$ cat src/rtl/lif_post_neuron.sv
`default_nettype none
// ============================================================================
// Module   : lif_post_neuron
// Purpose  : Single leaky integrate-and-fire post-synaptic neuron with a
//            saturating membrane, an optional refractory period and a
//            saturating spike counter for debug readout.
// Ports    : clk          - clock, all state updates on rising edge
//            rst          - synchronous active-high reset
//            en           - step enable; low freezes all state
//            pre_spike    - pre-synaptic spikes, bit i = synapse i
//            weight       - packed weights, synapse 0 in the top nibble
//            post_spike   - registered one-cycle fire pulse
//            membrane     - current membrane potential
//            refractory   - high while in the refractory state
//            spike_count  - saturating count of fires since reset
// Revision : 1.0 - initial release
// ============================================================================
module lif_post_neuron #(
  parameter int NUM_PRE        = 4,
  parameter int W_WIDTH        = 4,
  parameter int V_WIDTH        = 8,
  parameter int THRESHOLD      = 40,
  parameter int LEAK_SHIFT     = 3,
  parameter int REFRACT_CYCLES = 4
) (
  input  logic                       clk,
  input  logic                       rst,
  input  logic                       en,
  input  logic [NUM_PRE-1:0]         pre_spike,
  input  logic [NUM_PRE*W_WIDTH-1:0] weight,
  output logic                       post_spike,
  output logic [V_WIDTH-1:0]         membrane,
  output logic                       refractory,
  output logic [7:0]                 spike_count
);

  // Synaptic sum width: enough for NUM_PRE full-scale weights.
  localparam int SYN_W = W_WIDTH + $clog2(NUM_PRE);
  // Refractory counter width; kept at least 1 bit when the period is 0.
  localparam int RC_W  = (REFRACT_CYCLES > 0) ? $clog2(REFRACT_CYCLES + 1) : 1;
  localparam logic [RC_W-1:0]    RC_LOAD = RC_W'(REFRACT_CYCLES);
  localparam logic [V_WIDTH-1:0] THRESH  = V_WIDTH'(THRESHOLD);

  typedef enum logic [0:0] {
    ST_INTEGRATE  = 1'b0,
    ST_REFRACTORY = 1'b1
  } state_t;

  state_t            state;
  logic [RC_W-1:0]   refract_cnt;

  logic [SYN_W-1:0]   syn;
  logic [V_WIDTH-1:0] v_leak;
  logic [V_WIDTH:0]   v_sum;
  logic [V_WIDTH-1:0] v_sat;
  logic               fire;

  // Sum the weights of every synapse that spiked this step.
  always_comb begin
    syn = '0;
    for (int i = 0; i < NUM_PRE; i++) begin
      if (pre_spike[i]) begin
        syn = syn + SYN_W'(weight[(NUM_PRE-1-i)*W_WIDTH +: W_WIDTH]);
      end
    end
  end

  // The leak term never exceeds v, so the subtraction cannot wrap; only the
  // add of the synaptic input needs the extra carry bit for saturation.
  always_comb begin
    v_leak = membrane - (membrane >> LEAK_SHIFT);
    v_sum  = {1'b0, v_leak} + (V_WIDTH+1)'(syn);
    v_sat  = v_sum[V_WIDTH] ? {V_WIDTH{1'b1}} : v_sum[V_WIDTH-1:0];
    fire   = (v_sat >= THRESH);
  end

  always_ff @(posedge clk) begin
    if (rst) begin
      state       <= ST_INTEGRATE;
      refract_cnt <= '0;
      membrane    <= '0;
      post_spike  <= 1'b0;
      spike_count <= '0;
    end else if (!en) begin
      post_spike  <= 1'b0;
    end else begin
      case (state)
        ST_INTEGRATE: begin
          if (fire) begin
            post_spike <= 1'b1;
            membrane   <= '0;
            if (spike_count != 8'hFF) begin
              spike_count <= spike_count + 8'd1;
            end
            if (REFRACT_CYCLES > 0) begin
              state       <= ST_REFRACTORY;
              refract_cnt <= RC_LOAD;
            end
          end else begin
            post_spike <= 1'b0;
            membrane   <= v_sat;
          end
        end
        ST_REFRACTORY: begin
          // Inputs are ignored; leaving on the edge where the count is 1
          // spends exactly REFRACT_CYCLES enabled edges here.
          post_spike  <= 1'b0;
          membrane    <= '0;
          refract_cnt <= refract_cnt - RC_W'(1);
          if (refract_cnt == RC_W'(1)) begin
            state <= ST_INTEGRATE;
          end
        end
        default: begin
          state <= ST_INTEGRATE;
        end
      endcase
    end
  end

  assign refractory = (state == ST_REFRACTORY);

endmodule
`default_nettype wire

$ cat config.mk
export PLATFORM = sky130hd
export DESIGN_NAME = lif_post_neuron
export DESIGN_NICKNAME = d
export VERILOG_FILES = /design/src/rtl/lif_post_neuron.sv
export SDC_FILE = /design/constraint.sdc
export NUM_CORES = 1
export LEC_CHECK = 0
export CELL_PAD_IN_SITES_DETAIL_PLACEMENT = 0
export CELL_PAD_IN_SITES_GLOBAL_PLACEMENT = 2
export CORE_AREA = 2 2 82 84
export CTS_BUF_LIST = sky130_fd_sc_hd__clkbuf_8
export DETAILED_ROUTE_END_ITERATION = 10
export DIE_AREA = 0 0 84 86
export DONT_BUFFER_PORTS = 1
export GPL_TIMING_DRIVEN = 0
export HOLD_SLACK_MARGIN = 0.05
export PLACE_DENSITY = 0.74
export SLEW_MARGIN = 15
export SYNTH_ARGS = -nofsm -noshare
export SYNTH_HDL_FRONTEND = slang
export SYNTH_SLANG_ARGS = --single-unit
$ cat constraint.sdc
create_clock -name clk -period 6.3 [get_ports clk]
set_input_delay 1.26 -clock clk [delete_from_list [all_inputs] [get_ports clk]]
set_output_delay 1.26 -clock clk [all_outputs]
set_load 0.02 [all_outputs]
==> results.json <==
{
  "area.growth.synth_to_final_pct": 20.7,
  "critical_path_startpoint_category": "primary input",
  "final.setup.tns_ns": 0,
  "die_height_um": 86,
  "initial_utilization": 0.342,
  "synth.cell_area_um2": 2140,
  "i_o_pin_total": 41,
  "worstMarginPinSlew_ns": 0.500,
  "grt_first_pass_wirelength_um": 8020,
  "outcome": "complete, no violations",
  "synth.yosys.seq_area_share": 0.196,
  "drive_gt1_frac": 0.226,
  "final_util": 0.412,
  "num_vias": 1828,
  "powerDensity_nw_per_um2": 363,
  "worst_endpoint_required_time_ns": 6.45,
  "cts-root-buf": "clkbuf_8",
  "total_congestion_overflow_after_global_routing": 0,
  "yosys.cell_types.count": 46,
  "syn-num-nets": 319,
  "totalWireLength_um": 4910,
  "pre_cts_ws_ns": -0.473,
  "synth_area_leaders": "dfxtp_1 20%, ha_1 15%, nor2_1 5.4%",
  "min_period_over_period": 0.994,
  "count_of_yosys_warnings_during_synthesis": 0,
  "clk_latency_ns": 0.26,
  "hold-worst-slack_ns": 0.535,
  "post-synth-top-count-cell": "nor2_1",
  "synthesis.instances": 266,
  "routedWlPerCell_um": 13.6,
  "upper_clock_frequency_limit_mhz": 160,
  "critical_path.most_common_cell": "mux2_4",
  "largest_delay_contributor_family_on_the_critical_path": "adder cells",
  "prevailing_post_synth_register_cell": "dfxtp_1",
  "tritoncts_clock_tree": "built",
  "worst_path_largest_cell_delay_ns": 0.37,
  "worst_path_max_delay_cell": "fa_2",
  "timing.final.max_slew_violations": 0,
  "setup.worst_path.class": "in2reg",
  "hold_class": "reg2reg",
  "cts-buffers-inserted": 3,
  "drc_errors": 0,
  "antenna_left": 0,
  "yosys.area.top_type": "dfxtp_1",
  "design.final.nets": 337,
  "irDropWorstVdd_v": 0.000202,
  "ctsLongestPathBuffers": 2,
  "number_of_global_route_vias_before_repair": 1739,
  "die_w_um": 84,
  "synth.ff_latch_count": 21,
  "worst_path_clk_slew_ns": 0.08,
  "cp_max_fo": 5,
  "std_cell_rows": 29,
  "finalWeightedCongestion": 0.770,
  "final.setup.worst_slack_ns": 0.0409,
  "initial_antenna_violation_count": 0,
  "drt_first_pass_iters": 4,
  "antennaDiodeCount": 0,
  "maxSlewHeadroom": 0.666,
  "detailed_place_hpwl_um": 3820,
  "grt_start_max_net_pins": 13,
  "setup_violations": 0,
  "globalRouteTotalUtil": 0.133,
  "worstSetupPathDepth": 25,
  "drtIter0Drc": 62,
  "die_area_um2": 7220,
  "cts_sinks": 21,
  "critical_path_arrival_ns": 6.41,
  "async_flop_share": 0,
  "post_cts_hold_buffer_count": 0,
  "io_buffer_count": 0,
  "max_cap_violations": 0,
  "placeableCoreArea_um2": 6280,
  "synth_top_cell_area_share": 0.196,
  "finClkSkew_ns": 0.00151,
  "timing.final.crit_period_ns": 6.26,
  "synth.avg_cell_area_um2": 8.06,
  "number_of_buffers_and_inverters_on_the_critical_path": 3,
  "hold_viol_final": 0,
  "r2r_cells": 16,
  "route.detailed.vias_per_inst": 5.08,
  "ctsHtreeMaxLevel": 1,
  "min_path_cells": 1,
  "unrepaired_setup_endpoints_after_global_routing": "true",
  "endpoint_kind": "flop",
  "yosys-top-cells-count": "31 x nor2_1, 25 x ha_1, 21 x dfxtp_1",
  "total_leakage_power_nw": 1.05,
  "count_of_flip_flops_with_a_built_in_enable_after_synthesis": 0
}
logic make-up after synthesis:
logic type,share of synthesized area
flops,0.196
compound gates,0.164
simple gates,0.243
mux,0.0869
buf+inv,0.0513
fa+ha+maj,0.202
xor+xnor,0.0572
registers in the layout (all words and copies together), names as in the netlist:
name	flops
post_spike	1
membrane	8
spike_count	8
refractory	1
refract_cnt	3
cells in the final DEF (no fill, tap or decap), types with 4 or more instances in the layout:
| cell type | instances |
|---|---|
| nor2_1 | 30 |
| ha_1 | 21 |
| dfxtp_1 | 21 |
| inv_1 | 18 |
| a21oi_1 | 14 |
| nand2_1 | 13 |
| buf_4 | 12 |
| nor2b_1 | 11 |
| xnor2_1 | 9 |
| nand2b_1 | 9 |
| o21ai_1 | 8 |
| mux2_2 | 6 |
| mux2_4 | 6 |
| nand3_1 | 6 |
| o21ai_0 | 5 |
| clkbuf_1 | 5 |
| xor2_1 | 4 |
| o21ai_2 | 4 |
| o21a_1 | 4 |
| a21o_1 | 4 |
| nor3_1 | 4 |
| ha_4 | 4 |
routing by layer:
metal  vias to the layer above  wire length (µm)  global-route usage
met3                         4               143              0.0173
met1                       840              2300               0.174
met5                         -                 0                   0
met2                        21              2410               0.229
met4                         0                57              0.0396
li1                        963                 -                   -
stage by stage:
step / total power, mW / cell area [µm²] / cells
6_report: 0.941 / 2590 / 360
5_1_grt: 1.03 / 2590 / 360
4_1_cts: 0.868 / 2390 / 352
3_5_place_dp: 0.717 / 2240 / 343
3_3_place_gp: 0.720 / 2240 / 343
2_1_floorplan: 0.619 / 2150 / 266
worst paths after layout:
kind                  startpoint  slack (ns)        endpoint
setup / recovery      weight[12]        0.04  spike_count[2]
hold / removal    refract_cnt[2]        0.53  refract_cnt[2]
setup reg to reg     membrane[3]        2.05  spike_count[2]
hold reg to reg   refract_cnt[2]        0.53  refract_cnt[2]
what timing repair did:
action                                  4_1_cts  5_1_grt
cloned                                        1        0
resized for setup                            13       30
pin swaps                                    12       17
buffers inserted                              4        8
endpoints found under the hold margin         0        0
endpoints found under the setup margin       18       19
power breakdown:
part,switching [mW],internal (mW)
logic,0.336,0.322
registers,0.0407,0.154
clock network,0.0443,0.0440
total,0.421,0.520
cell type report:
type / count / area (µm²)
fill: 672 / 3690
clock buffer: 3 / 41.3
multi-input combinational: 218 / 1810
clock inverter: 1 / 5.00
tap: 77 / 96.3
timing repair buffer: 13 / 101
inverter: 20 / 75.1
sequential: 21 / 420
buffer: 7 / 35.0
Note: power is estimated with default switching activity, not from simulation.
